File: config.mk
export PLATFORM = sky130hd
export DESIGN_NAME = param_seq_shifter_flat
export DESIGN_NICKNAME = d
export VERILOG_FILES = /design/src/rtl/param_seq_shifter_if.sv /design/src/rtl/param_seq_shifter.sv /design/src/flat_wrapper.sv
export SDC_FILE = /design/constraint.sdc
export NUM_CORES = 1
export LEC_CHECK = 0
export ABC_AREA = 1
export BUFFER_PORTS_ARGS = -buffer_cell sky130_fd_sc_hd__buf_2
export CAP_MARGIN = 20
export CORE_ASPECT_RATIO = 1.25
export CORE_MARGIN = 10
export CORE_UTILIZATION = 54
export CTS_BUF_LIST = sky130_fd_sc_hd__clkbuf_16
export DETAILED_ROUTE_END_ITERATION = 8
export PLACE_DENSITY = 0.87
export SLEW_MARGIN = 40
export SYNTH_ARGS = -nofsm -noshare
export SYNTH_HDL_FRONTEND = slang
export SYNTH_SLANG_ARGS = --single-unit
File: constraint.sdc
create_clock -name clk -period 1.6 [get_ports clk]
set_input_delay 0.32 -clock clk [delete_from_list [all_inputs] [get_ports clk]]
set_output_delay 0.32 -clock clk [all_outputs]
set_load 0.01 [all_outputs]
File: src/rtl/param_seq_shifter_if.sv
// rtl/param_seq_shifter_if.sv - request/result bundle for the sequential shifter
interface param_seq_shifter_if #(
    parameter int WIDTH = 8,
    parameter int AMT_W = 3
);
    logic             start;
    logic [2:0]       ctrl;
    logic [AMT_W-1:0] shift_amt;
    logic [WIDTH-1:0] data_in;
    logic [WIDTH-1:0] data_out;
    logic             carry_out;
    logic             busy;
    logic             done;
    logic             err;

    modport master (
        output start, ctrl, shift_amt, data_in,
        input  data_out, carry_out, busy, done, err
    );

    modport slave (
        input  start, ctrl, shift_amt, data_in,
        output data_out, carry_out, busy, done, err
    );
endinterface

File: src/rtl/param_seq_shifter.sv
// rtl/param_seq_shifter.sv - multi-cycle shifter/rotator moving up to STEP bits per clock
module param_seq_shifter #(
    parameter int WIDTH = 8,
    parameter int AMT_W = 3,
    parameter int STEP  = 1
) (
    input  logic                 clk,
    input  logic                 rst,
    param_seq_shifter_if.slave   bus
);
    typedef enum logic [1:0] {S_IDLE, S_SHIFT, S_DONE} state_t;

    localparam logic [2:0]     OP_LSL = 3'd0;
    localparam logic [2:0]     OP_LSR = 3'd1;
    localparam logic [2:0]     OP_ASR = 3'd2;
    localparam logic [2:0]     OP_ROR = 3'd3;
    localparam logic [2:0]     OP_ROL = 3'd4;
    localparam logic [AMT_W:0] STEP_L = (AMT_W + 1)'(STEP);

    state_t           state_q, state_d;
    logic [AMT_W-1:0] cnt_q, cnt_d;
    logic [2:0]       op_q, op_d;
    logic [WIDTH-1:0] work_q, work_d;
    logic [WIDTH-1:0] data_out_q, data_out_d;
    logic             carry_out_q, carry_out_d;
    logic             err_q, err_d;

    logic [AMT_W:0]   k;
    logic [WIDTH-1:0] shifted;
    logic             last_bit;
    logic             legal;

    always_ff @(posedge clk) begin
        if (!rst) begin
            state_q     <= S_IDLE;
            cnt_q       <= '0;
            op_q        <= '0;
            work_q      <= '0;
            data_out_q  <= '0;
            carry_out_q <= 1'b0;
            err_q       <= 1'b0;
        end else begin
            state_q     <= state_d;
            cnt_q       <= cnt_d;
            op_q        <= op_d;
            work_q      <= work_d;
            data_out_q  <= data_out_d;
            carry_out_q <= carry_out_d;
            err_q       <= err_d;
        end
    end

    // One clock applies k single-bit moves; last_bit tracks the final bit to leave.
    always_comb begin
        k        = ({1'b0, cnt_q} < STEP_L) ? {1'b0, cnt_q} : STEP_L;
        shifted  = work_q;
        last_bit = 1'b0;
        for (int i = 0; i < STEP; i++) begin
            if ((AMT_W + 1)'(i) < k) begin
                case (op_q)
                    OP_LSL: begin
                        last_bit = shifted[WIDTH-1];
                        shifted  = {shifted[WIDTH-2:0], 1'b0};
                    end
                    OP_LSR: begin
                        last_bit = shifted[0];
                        shifted  = {1'b0, shifted[WIDTH-1:1]};
                    end
                    OP_ASR: begin
                        last_bit = shifted[0];
                        shifted  = {shifted[WIDTH-1], shifted[WIDTH-1:1]};
                    end
                    OP_ROR: begin
                        last_bit = shifted[0];
                        shifted  = {shifted[0], shifted[WIDTH-1:1]};
                    end
                    OP_ROL: begin
                        last_bit = shifted[WIDTH-1];
                        shifted  = {shifted[WIDTH-2:0], shifted[WIDTH-1]};
                    end
                    default: ;
                endcase
            end
        end
    end

    always_comb begin
        state_d     = state_q;
        cnt_d       = cnt_q;
        op_d        = op_q;
        work_d      = work_q;
        data_out_d  = data_out_q;
        carry_out_d = carry_out_q;
        err_d       = err_q;
        legal       = (bus.ctrl <= OP_ROL);
        case (state_q)
            S_SHIFT: begin
                work_d = shifted;
                cnt_d  = cnt_q - k[AMT_W-1:0];
                if (k == {1'b0, cnt_q}) begin
                    state_d     = S_DONE;
                    data_out_d  = shifted;
                    carry_out_d = last_bit;
                    err_d       = 1'b0;
                end
            end
            default: begin
                state_d = S_IDLE;
                if (bus.start) begin
                    op_d   = bus.ctrl;
                    work_d = bus.data_in;
                    cnt_d  = bus.shift_amt;
                    if (legal && (bus.shift_amt != '0)) begin
                        state_d = S_SHIFT;
                    end else begin
                        // Zero-distance and illegal requests finish immediately with the operand unchanged.
                        state_d     = S_DONE;
                        data_out_d  = bus.data_in;
                        carry_out_d = 1'b0;
                        err_d       = !legal;
                    end
                end
            end
        endcase
    end

    always_comb begin
        bus.busy      = (state_q == S_SHIFT);
        bus.done      = (state_q == S_DONE);
        bus.data_out  = data_out_q;
        bus.carry_out = carry_out_q;
        bus.err       = err_q;
    end
endmodule
File: src/flat_wrapper.sv
// flat-port wrapper written by rule: the top's interface ports become plain ports
module param_seq_shifter_flat 
#(
    parameter int WIDTH = 8,
    parameter int AMT_W = 3,
    parameter int STEP  = 1
)
  (clk, rst, bus_start, bus_ctrl, bus_shift_amt, bus_data_in, bus_data_out, bus_carry_out, bus_busy, bus_done, bus_err);
  param_seq_shifter_if #(.WIDTH(WIDTH), .AMT_W(AMT_W)) bus_i ();
  input  logic clk;
  input  logic rst;
  input wire logic [$bits(bus_i.start)-1:0] bus_start;
  input wire logic [$bits(bus_i.ctrl)-1:0] bus_ctrl;
  input wire logic [$bits(bus_i.shift_amt)-1:0] bus_shift_amt;
  input wire logic [$bits(bus_i.data_in)-1:0] bus_data_in;
  output wire logic [$bits(bus_i.data_out)-1:0] bus_data_out;
  output wire logic [$bits(bus_i.carry_out)-1:0] bus_carry_out;
  output wire logic [$bits(bus_i.busy)-1:0] bus_busy;
  output wire logic [$bits(bus_i.done)-1:0] bus_done;
  output wire logic [$bits(bus_i.err)-1:0] bus_err;
  assign bus_i.start = bus_start;
  assign bus_i.ctrl = bus_ctrl;
  assign bus_i.shift_amt = bus_shift_amt;
  assign bus_i.data_in = bus_data_in;
  assign bus_data_out = bus_i.data_out;
  assign bus_carry_out = bus_i.carry_out;
  assign bus_busy = bus_i.busy;
  assign bus_done = bus_i.done;
  assign bus_err = bus_i.err;
  param_seq_shifter #(.WIDTH(WIDTH), .AMT_W(AMT_W), .STEP(STEP)) u_core (.clk(clk), .rst(rst), .bus(bus_i));
endmodule
**Word level (Yosys, flattened, before mapping)**

Cells that the tools add are included.

- Output and inout port bits: 12
- Flip-flop bits (word level): 26
- RAM bits: 0
- Memory bits (read-only): 0
- Word-level logic and storage cells: 55
- Bits in latches: 0
- Memories: 0

- Shifts and indexed selects: 0
- Bitwise gates (word level): 1
- Divide/modulo/power cells: 0
- Eq/ne operators: 9
- Reductions and logical operators: 9
- $mul: 0
- Add/subtract/negate cells: 1
- Muxes and demuxes: 25
- $lt $le $gt $ge: 3

Operator list:

| operator | count |
|---|---|
| $mux W8 | 7 |
| $pmux W8 S5 | 1 |
| $mux W1 | 9 |
| $mux W3 | 3 |
| $mux W2 | 4 |
| $eq A3 B2 Y1 const B | 2 |
| $eq A4 B3 Y1 | 1 |
| $lt A1 B4 Y1 const A | 1 |
| $eq A3 B1 Y1 const B | 1 |
| $eq A3 B3 Y1 const B | 1 |
| $le A3 B3 Y1 const B | 1 |
| $logic_not A3 Y1 | 1 |
| $lt A3 B1 Y1 const B | 1 |
| $reduce_and A3 Y1 | 1 |
| $reduce_bool A3 Y1 | 1 |
| $reduce_or A3 Y1 | 1 |
| $sub A3 B3 Y3 | 1 |
| $eq A2 B1 Y1 const B | 1 |
| $eq A2 B2 Y1 const B | 1 |
| $ne A2 B1 Y1 const B | 1 |
| $ne A2 B2 Y1 const B | 1 |
| $pmux W1 S2 | 1 |
| $reduce_and A2 Y1 | 1 |
| $reduce_bool A2 Y1 | 1 |
| 4 further kinds | 4 |

**Longest topological paths before layout**

Gate-level depths: netlist of the first run.

- Depth in word-level cells: 6
- Depth in mapped cells: 9

**Worst setup path before layout of the first run**

Ideal clock, no wire load.

- Path kind: register to register
- Start point: register u_core.cnt_q[1]
- End point: register u_core.cnt_q[1]
- Stages on the path, launching flop included: 9
- Period minus slack after synthesis: 1,151 ps
- Path slack: 449 ps
- Path buffers: 0
- Required time: 1,487 ps
- Arrival: 1,038 ps
- Cell sequence: dfxtp_1 > nor2_1 > nor2_1 > inv_1 > ha_1 > nand2_1 > o21ai_1 > o21ai_1 > inv_1

- Cells in the longest elaborated chain, start to end: 4

Ends and longest elaborated chain:

| what | line | text |
|---|---|---|
| start: declaration | param_seq_shifter.sv:21 | `logic [AMT_W-1:0] cnt_q, cnt_d;` |
| start signal: assignment | param_seq_shifter.sv:44 | `cnt_q <= cnt_d;` |
| $lt A3 B1 Y1 | param_seq_shifter.sv:55 | `k = ({1'b0, cnt_q} < STEP_L) ? {1'b0, cnt_q} : STEP_L;` |
| $mux W3 | param_seq_shifter.sv:55 |  |
| $sub A3 B3 Y3 (*) | param_seq_shifter.sv:99 | `cnt_d = cnt_q - k[AMT_W-1:0];` |
| $mux W3 (*) | param_seq_shifter.sv:96 | `case (state_q)` |

Every way passes the cells marked *; elsewhere a longest branch is shown, timed or not.
A chain may end at the register's enable or synchronous reset.

**Worst setup path after layout of the first run**

- Start point: register u_core.state_q[0]
- End point: output bus_busy

- Cells in the longest elaborated chain, start to end: 1

Ends and longest elaborated chain:

| what | line | text |
|---|---|---|
| start: declaration | param_seq_shifter.sv:20 | `state_t state_q, state_d;` |
| start signal: assignment | param_seq_shifter.sv:43 | `state_q <= state_d;` |
| $eq A2 B1 Y1 | param_seq_shifter.sv:128 | `bus.busy = (state_q == S_SHIFT);` |
| end: declaration | flat_wrapper.sv:18 | `output wire logic [$bits(bus_i.busy)-1:0] bus_busy;` |

Every way passes these cells.

==> results of run 1 <==
==> Yosys cell counts <==
master     n
or2_2      1
o21bai_4   1
nor2_2     2
a21oi_2    1
inv_1     46
buf_2      2
buf_4      2
a21oi_1   22
nand4_1    1
o21ai_1    6
or2_1      1
nand2_1   58
clkbuf_1   1
a22oi_1    1
nand2_2    8
o21ai_0   13
nand2_4    1
ha_1       2
nor2_8     1
buf_6      1
o22ai_1    1
nor2_4     1
buf_1      1
nand3_1   23
nor2_1    12
dfxtp_1   26
inv_2      7
==> cell usage in the layout (no fill, tap or decap), drive strengths merged <==
cell | synthesis | final
nand4 | 1 | 1
buf | 6 | 32
nor2 | 16 | 16
o22ai | 1 | 1
or2 | 2 | 2
clkinv | 0 | 1
dfxtp | 26 | 26
a21oi | 23 | 23
clkbuf | 1 | 3
ha | 2 | 2
nand3 | 23 | 23
inv | 53 | 53
a22oi | 1 | 1
o21bai | 1 | 1
nand2 | 67 | 67
o21ai | 19 | 19
==> per-layer routing <==
layer / track usage / up-vias
met4: 0.0535 / 0
met1: 0.170 / 700
met2: 0.248 / 38
li1: - / 804
met3: 0.0281 / 4
met5: 0 / -
==> logic make-up (layout without fill, tap and decap cells) <==
| group | after synthesis | after routing | share of synthesized area |
|---|---|---|---|
| AND/OR/NAND/NOR | 109 | 109 | 0.327 |
| buffers and inverters | 60 | 89 | 0.158 |
| AO/OA/AOI/OAI | 45 | 45 | 0.160 |
| flip-flops | 26 | 26 | 0.339 |
| adder cells (fa/ha/maj) | 2 | 2 | 0.0163 |
==> how the worst max path moves through the flow <==
stage	startpoint	to	slack [ns]
2_1_floorplan	u_core.cnt_q[1]	u_core.cnt_q[1]	0.45
3_3_place_gp	u_core.state_q[0]	u_core.bus.data_out[1]	0.24
3_5_place_dp	u_core.state_q[0]	u_core.bus.data_out[1]	0.17
4_1_cts	u_core.state_q[0]	bus_busy	0.12
5_1_grt	u_core.state_q[0]	u_core.bus.data_out[1]	0.0005
6_report	u_core.state_q[0]	bus_busy	0.12
==> per-stage QoR <==
stage	worst slack, ns	total power, mW	instances
6_report	0.117	1.76	305
5_1_grt	0.000527	1.86	305
4_1_cts	0.118	1.77	305
3_5_place_dp	0.170	1.21	301
3_3_place_gp	0.244	1.19	301
2_1_floorplan	0.449	1.09	242
==> power by group through the flow <==
| stage | Sequential (mW) | Combinational [mW] | Clock, mW |
|---|---|---|---|
| floorplan | 0.781 | 0.305 | 0 |
| global placement | 0.775 | 0.418 | 0 |
| detailed placement | 0.778 | 0.428 | 0 |
| CTS | 0.764 | 0.435 | 0.567 |
| global route | 0.773 | 0.495 | 0.589 |
| finish | 0.765 | 0.434 | 0.558 |
==> critical path, stage by stage (launching register included) <==
cell and delay [ns]:
dfxtp_1 0.38, nand2_4 0.07, buf_4 0.19, inv_2 0.11, buf_2 0.14
==> registers in the layout (all words and copies together), names as in the netlist <==
signal                flops
u_core.op_q               3
u_core.work_q             8
u_core.bus.data_out       8
u_core.cnt_q              3
u_core.state_q            2
u_core.bus.err            1
u_core.bus.carry_out      1
==> layout make-up <==
class | count | area share
Inverter | 53 | 0.112
Clock buffer | 3 | 0.0421
Multi-Input combinational cell | 156 | 0.433
Timing Repair Buffer | 32 | 0.0954
Clock inverter | 1 | 0.00210
Sequential cell | 26 | 0.292
Tap cell | 34 | 0.0238
==> reports/qor.csv, run 1 <==
stage;metric;value;unit
global_route;initial antenna violation count;0;
pwr;Gate power share;0.247;
pwr;Pint;1.21;mW
hold_path;Hold EP;u_core.cnt_q[2];
logic_synthesis;synthesized net count;261;
timing;setup TNS;0;ns
pwr;PD cells;985;nW/µm²
placement;detailed placer's ending HPWL;2740;µm
logic_synthesis;register area share after synthesis;0.339;
finish;Finished Core Util;0.659;
finish;Multi-input gate area;773;µm²
critical_path;CP max FO;16;
logic_synthesis;post-synth top area share;0.339;
hold_path;worst hold path class;in2reg;
logic_synthesis;Synth Warn #;0;
logic_synthesis;Syn Inst Count;242;
die;die width;67.7;µm
critical_path;reg-to-reg slack, setup;0.12;ns
finish;Fill cells;250;
critical_path;WP data required;1.28;ns
die;die area;5390;µm²
finish;Nets;291;
drt;Vias/cell;5.07;
global_route;total gr overflow;0;
timing;Final period util;0.927;
global_route;global-route wire length before repair;6400;µm
finish;Reg area;520;µm²
die;io pins;29;
clock_tree;CTS H-tree lvls;1;
clock_tree;post-cts sizing count;0;
critical_path;CP Class;reg2out;
drt;WL met3;192;µm
drt;First-pass DRT Iterations;4;
timing;RSZ-0062 raised after global routing;no;
placement;DP Area;1710;µm²
timing;Slew HR;0.616;
run;Max Cap Violations;0;
global_route;number of global-route vias before repair;1528;
clock_tree;post-CTS setup buffer count;0;
timing;Worst Skew;0.00455;ns
pwr;leakage;0.978;nW
die;core area;2710;µm²
global_route;gr usage total;0.145;
critical_path;crit start category;flip-flop;
clock_tree;number of CTS-inserted buffers;3;
drt;Routed Antenna Nets;0;
timing;Final setup viols;0;
finish;Antenna diodes;0;
critical_path;Reg-to-Reg Start;u_core.state_q[0];
clock_tree;CTS tree;built;
finish;layout cells sized above 1;0.214;
pwr;part of the power in registers;0.435;
die;# rows;21;
drt;Vias;1546;
critical_path;Worst Setup End Kind;output port;
die;die height;79.6;µm
clock_tree;Max clock buf depth;2;
pwr;NetSw;0.551;mW
hold_path;HP Start;bus_shift_amt[2];
drt;Post-route DRC;0;
pwr;Clock Power Share;0.318;
outcome;status;complete, no violations;
logic_synthesis;post-synth top area cell;dfxtp_1;
timing;count of final hold-check violations;0;
timing;fin crit period;1.48;ns
clock_tree;Clock Tree Root;clkbuf_16;
critical_path;CP arrival;1.16;ns
drt;initial DRC count;72;
timing;Final Max Tran Viols;0;
critical_path;R2R cell count;7;
clock_tree;CTS Sinks;26;
global_route;largest net degree at the start of global routing;19;
clock_tree;clock latency at the later pin of the worst-skew pair;0.26;ns
pwr;largest vdd supply drop;812;µV
timing;Hold WS;0.323;ns
logic_synthesis;synthesized cell area;1540;µm²
drt;met2 wire length;1830;µm
drt;routed len/inst;12.0;µm
clock_tree;Post-CTS Hold Buffers;0;
logic_synthesis;top post-synthesis cells by area;dfxtp_1 34%, nand2_1 14%, inv_1 11%;
logic_synthesis;Netlist cell types;27;
pwr;switching share of power;0.313;
placement;Port Buf Inserts;28;
die;Initial Utilization;0.568;
timing;f_max;674;MHz
clock_tree;clk slew on worst S/H paths;0.06;ns
drt;Top Metal Used;met4;
hold_path;hold path cells;3;
placement;global placer's final weighted congestion;0.882;
finish;Final Instance Area;1780;µm²
logic_synthesis;Avg Inst Size Synth;6.35;µm²
critical_path;R2R Path End;u_core.bus.data_out[1];
drt;total routed wirelength;3680;µm
timing;Worst Tran Pin Value;0.575;ns
logic_synthesis;post-synthesis register bit count;26;
drt;Post-Route M1 WL;1610;µm
finish;Syn-to-layout area delta;16.1;%
Note: power is estimated with default switching activity, not from simulation.
==> run 2: changes to the inputs <==
--- a/config.mk
+++ b/config.mk
@@ -6,14 +6,15 @@
 export NUM_CORES = 1
 export LEC_CHECK = 0
 export ABC_AREA = 1
-export BUFFER_PORTS_ARGS = -buffer_cell sky130_fd_sc_hd__buf_2
 export CAP_MARGIN = 20
 export CORE_ASPECT_RATIO = 1.25
 export CORE_MARGIN = 10
-export CORE_UTILIZATION = 54
+export CORE_UTILIZATION = 55
 export CTS_BUF_LIST = sky130_fd_sc_hd__clkbuf_16
 export DETAILED_ROUTE_END_ITERATION = 8
-export PLACE_DENSITY = 0.87
+export DONT_BUFFER_PORTS = 1
+export PLACE_DENSITY = 0.79
+export SETUP_SLACK_MARGIN = 0.3
 export SLEW_MARGIN = 40
 export SYNTH_ARGS = -nofsm -noshare
 export SYNTH_HDL_FRONTEND = slang
==> reports/qor.csv, run 2 (synthesized netlist as in run 1, its figures left out) <==
stage;metric;value;unit
global_route;initial antenna violation count;0;
finish;layout cells sized above 1;0.213;
clock_tree;CTS tree;built;
die;die area;5320;µm²
clock_tree;CTS H-tree lvls;1;
critical_path;Slowest cell on crit path;dfxtp_2;
drt;Post-route DRC;0;
timing;Final setup viols;0;
timing;count of final hold-check violations;0;
hold_path;Hold EP;u_core.cnt_q[1];
die;io pins;29;
hold_path;hold path cells;2;
hold_path;worst hold path class;in2reg;
finish;Fill cells;245;
pwr;largest vdd supply drop;794;µV
drt;routed len/inst;13.3;µm
clock_tree;number of CTS-inserted buffers;3;
drt;Vias/cell;5.17;
finish;Antenna diodes;0;
placement;global placer's final weighted congestion;0.815;
die;# rows;21;
critical_path;delay of the slowest critical-path stage;0.35;ns
drt;Vias;1438;
timing;Final Max Tran Viols;0;
critical_path;WP data required;1.77;ns
finish;Nets;264;
die;core area;2680;µm²
finish;Syn-to-layout area delta;13.8;%
drt;total routed wirelength;3710;µm
timing;Final period util;0.809;
die;Initial Utilization;0.573;
clock_tree;Max clock buf depth;2;
drt;Routed Antenna Nets;0;
pwr;leakage;0.889;nW
finish;Finished Core Util;0.652;
clock_tree;Clock Tree Root;clkbuf_16;
placement;detailed placer's ending HPWL;2540;µm
critical_path;crit-path most repeated cell;nor2_4;
die;die width;67.3;µm
timing;setup TNS;0;ns
clock_tree;clk slew on worst S/H paths;0.07;ns
drt;First-pass DRT Iterations;4;
global_route;largest net degree at the start of global routing;19;
pwr;PD cells;1100;nW/µm²
die;die height;79.1;µm
clock_tree;clock latency at the later pin of the worst-skew pair;0.26;ns
timing;RSZ-0062 raised after global routing;yes;
global_route;total gr overflow;0;
critical_path;R2R cell count;8;
critical_path;Worst Setup End Kind;flip-flop;
critical_path;Reg-to-Reg Start;u_core.op_q[0];
critical_path;R2R Path End;u_core.bus.data_out[3];
run;Max Cap Violations;0;
placement;Port Buf Inserts;0;
global_route;global-route wire length before repair;6110;µm
critical_path;CP cell instances;nor2_4 -> nor2_2 -> nor2_4 -> nand3_1 -> nand2_2 -> nand3_2 -> nand2_1 -> inv_1;
timing;Slew HR;0.789;
hold_path;HP Start;rst;
timing;f_max;773;MHz
critical_path;reg-to-reg slack, setup;0.31;ns
timing;Hold WS;0.176;ns
timing;Worst Tran Pin Value;0.315;ns
global_route;number of global-route vias before repair;1438;
timing;fin crit period;1.29;ns
global_route;gr usage total;0.140;
finish;commonest non-fill, non-tap cell in the layout;nand2_1;
clock_tree;CTS Sinks;26;
critical_path;CP Class;reg2reg;
outcome;status;complete, no violations;
finish;most frequent cells in the layout;51 x nand2_1, 46 x inv_1, 22 x a21oi_1, 20 x dfxtp_1, 18 x nand3_1;
critical_path;crit start category;flip-flop;
clock_tree;Post-CTS Hold Buffers;0;
critical_path;CP arrival;1.47;ns
timing;Worst Skew;0.00586;ns
drt;initial DRC count;58;
critical_path;CP max FO;8;
run 2: cell count changes in the layout (fill, tap and decap cells not counted), moves of 6 or more:
cell / previous run / this run
dfxtp_1: 26 / 20
nand2_1: 58 / 51
nand2_2: 8 / 14
buf_2: 28 / 1
dfxtp_2: 0 / 6
run 2: final cells by class:
class | instances | area, µm² | area share
Timing Repair Buffer | 5 | 42.5 | 0.0243
Sequential cell | 26 | 528 | 0.302
Inverter | 53 | 199 | 0.114
Clock buffer | 3 | 75.1 | 0.0429
Multi-Input combinational cell | 156 | 831 | 0.475
Clock inverter | 1 | 30.0 | 0.0172
Tap cell | 34 | 42.5 | 0.0243
run 2: where the power goes:
group | leakage [nW] | total [mW] | switching (mW) | internal (mW)
sequential | 0.217 | 0.788 | 0.0752 | 0.712
clock | 0.0511 | 0.736 | 0.238 | 0.498
combinational | 0.620 | 0.401 | 0.254 | 0.147
total | 0.889 | 1.93 | 0.567 | 1.36
run 2: critical path, delay by kind of cell, from the launching register on:
kind          cells  cell delay, ns
simple gates      7            0.82
flops             1            0.35
buf+inv           1            0.03
run 2: repair_timing:
item	in CTS	in global routing
gates cloned	1	0
setup endpoints to repair	13	19
pin swaps	2	5
resized for setup	10	14
buffers inserted	0	1
run 2: how the worst max path moves through the flow:
| stage | start | endpoint | slack [ns] | cells after the start |
|---|---|---|---|---|
| 3_3_place_gp | u_core.op_q[0] | u_core.bus.data_out[0] | 0.29 | 9 |
| 5_1_grt | u_core.op_q[0] | u_core.bus.data_out[2] | 0.20 | 8 |
| 4_1_cts | u_core.cnt_q[1] | u_core.bus.data_out[3] | 0.31 | 8 |
| 6_report | u_core.op_q[0] | u_core.bus.data_out[3] | 0.31 | 8 |
| 2_1_floorplan | u_core.cnt_q[1] | u_core.cnt_q[1] | 0.45 | 8 |
| 3_5_place_dp | u_core.op_q[0] | u_core.bus.data_out[3] | 0.26 | 9 |
run 2: metrics by stage:
step / setup slack, ns / power (mW) / std cells / cell area (µm²)
2_1_floorplan: 0.449 / 1.09 / 242 / 1540
3_3_place_gp: 0.290 / 1.15 / 272 / 1560
3_5_place_dp: 0.264 / 1.15 / 272 / 1560
4_1_cts: 0.305 / 1.91 / 277 / 1700
5_1_grt: 0.196 / 2.02 / 278 / 1750
6_report: 0.306 / 1.93 / 278 / 1750
run 2: routing by layer:
layer | GRT usage | share of wire
met3 | 0.0576 | 0.084
met4 | 0.0658 | 0.020
met2 | 0.233 | 0.48
met5 | 0 | 0
met1 | 0.150 | 0.42
==> run 3: changes to the inputs <==
==> constraint.sdc (replaced) <==
create_clock -name clk -period 1.2 [get_ports clk]
set_input_delay 0.24 -clock clk [delete_from_list [all_inputs] [get_ports clk]]
set_output_delay 0.24 -clock clk [all_outputs]
set_load 0.01 [all_outputs]
==> reports/qor.csv, run 3 (synthesized netlist as in run 1, its figures left out) <==
stage;metric;value;unit
drt;Routed Antenna Nets;0;
critical_path;crit start category;flip-flop;
clock_tree;Clock Tree Root;clkbuf_16;
placement;global placer's final weighted congestion;0.804;
global_route;global-route wire length before repair;6710;µm
timing;RSZ-0062 raised after global routing;yes;
timing;Final setup viols;17;
die;die width;67.3;µm
finish;Finished Core Util;0.750;
outcome;failing checks;negative setup slack;
global_route;total gr overflow;0;
drt;Post-route DRC;0;
drt;routed len/inst;14.7;µm
finish;layout cells sized above 1;0.348;
finish;Antenna diodes;0;
hold_path;HP Start;rst;
clock_tree;CTS Sinks;26;
finish;Reg area;548;µm²
drt;First-pass DRT Iterations;4;
critical_path;CP max FO;5;
die;die height;79.1;µm
placement;detailed placer's ending HPWL;2790;µm
timing;setup ws final;-0.0740;ns
drt;Vias;1566;
finish;Syn-to-layout area delta;30.8;%
critical_path;Reg-to-Reg Start;u_core.state_q[1];
critical_path;Worst Setup SP;u_core.state_q[1];
drt;Vias/cell;5.40;
timing;count of final hold-check violations;0;
critical_path;Worst Setup End Kind;flip-flop;
critical_path;WP data required;1.37;ns
finish;Fill cells;208;
timing;f_max;785;MHz
global_route;number of global-route vias before repair;1503;
die;io pins;29;
pwr;largest vdd supply drop;1130;µV
clock_tree;CTS tree;built;
pwr;leakage;0.978;nW
placement;pre-CTS WS;-0.0363;ns
drt;total routed wirelength;4280;µm
timing;Final period util;1.06;
placement;Port Buf Inserts;0;
finish;Multi-input gate area;942;µm²
global_route;gr usage total;0.158;
timing;Worst Skew;0.00366;ns
finish;Nets;276;
clock_tree;Max clock buf depth;2;
clock_tree;clock latency at the later pin of the worst-skew pair;0.26;ns
timing;fin crit period;1.27;ns
run;Max Cap Violations;0;
finish;Final Instance Area;2010;µm²
clock_tree;clk slew on worst S/H paths;0.07;ns
placement;DP Area;1650;µm²
critical_path;CP arrival;1.44;ns
hold_path;worst hold path class;in2reg;
die;Initial Utilization;0.573;
die;die area;5320;µm²
outcome;status;finished with violations;
finish;commonest non-fill, non-tap cell in the layout;nand2_1;
global_route;initial antenna violation count;0;
clock_tree;CTS H-tree lvls;1;
drt;initial DRC count;88;
finish;most frequent cells in the layout;48 x nand2_1, 46 x inv_1, 18 x a21oi_1, 18 x nand3_1, 16 x dfxtp_2;
die;# rows;21;
timing;Worst Tran Pin Value;0.418;ns
global_route;largest net degree at the start of global routing;18;
timing;Final Max Tran Viols;0;
timing;Slew HR;0.721;
clock_tree;number of CTS-inserted buffers;3;
pwr;PD cells;1360;nW/µm²
die;core area;2680;µm²
critical_path;CP Class;reg2reg;
==> run 3: changes by cell type in the layout (fill, tap and decap cells not counted), sizes merged <==
cell	delta
o21bai	+1
buf	+11
==> run 3: cell type report <==
cell class,instances,share of cell area
Clock inverter,1,0.0149
Inverter,53,0.104
Tap cell,34,0.0212
Sequential cell,26,0.273
Timing Repair Buffer,16,0.0809
Clock buffer,3,0.0374
Multi-Input combinational cell,157,0.469
==> run 3: final timing paths <==
kind / end / slack [ns] / cells after the start
hold reg to reg: u_core.bus.err / 0.50 / 2
hold / removal: u_core.op_q[1] / 0.08 / 2
setup reg to reg: u_core.bus.data_out[0] / -0.07 / 7
setup / recovery: u_core.bus.data_out[0] / -0.07 / 7
==> run 3: power by group <==
| part | total, mW | switching [mW] | leakage, nW | internal, mW |
|---|---|---|---|---|
| registers | 1.06 | 0.103 | 0.222 | 0.958 |
| logic | 0.685 | 0.404 | 0.705 | 0.281 |
| clock network | 0.982 | 0.317 | 0.0511 | 0.665 |
==> run 3: critical path, cell delays in order, from the launching register on <==
cell and delay (ns):
dfxtp_2 0.33, inv_4 0.07, nand2_8 0.09, nor2_2 0.22
o21bai_2 0.22, nand3_1 0.12, nand2_1 0.08, inv_1 0.03
==> run 3: layer usage <==
| metal | vias up | share of wire | global-route usage |
|---|---|---|---|
| met5 | - | 0 | 0 |
| met4 | 0 | 0.032 | 0.0761 |
| met3 | 13 | 0.060 | 0.0393 |
| met2 | 45 | 0.54 | 0.285 |
| met1 | 734 | 0.37 | 0.161 |
| li1 | 774 | - | - |
==> run 3: repair_timing <==
action / 4_1_cts / 5_1_grt
pin swaps: 7 / 8
buffers inserted: 2 / 3
resized for setup: 30 / 31
cloned: 0 / 2
hold buffers: 0 / 0
setup endpoints to repair: 33 / 33
==> run 3: metrics by stage <==
stage               instances  hold slack, ns  power, mW  TNS (ns)
detailed placement        279           0.358       1.60    -0.225
global route              290          0.0849       2.85     -1.98
finish                    290          0.0805       2.73    -0.675
floorplan                 242           0.375       1.47         0
CTS                       285          0.0835       2.64    -0.184
global placement          279           0.354       1.58    -0.175
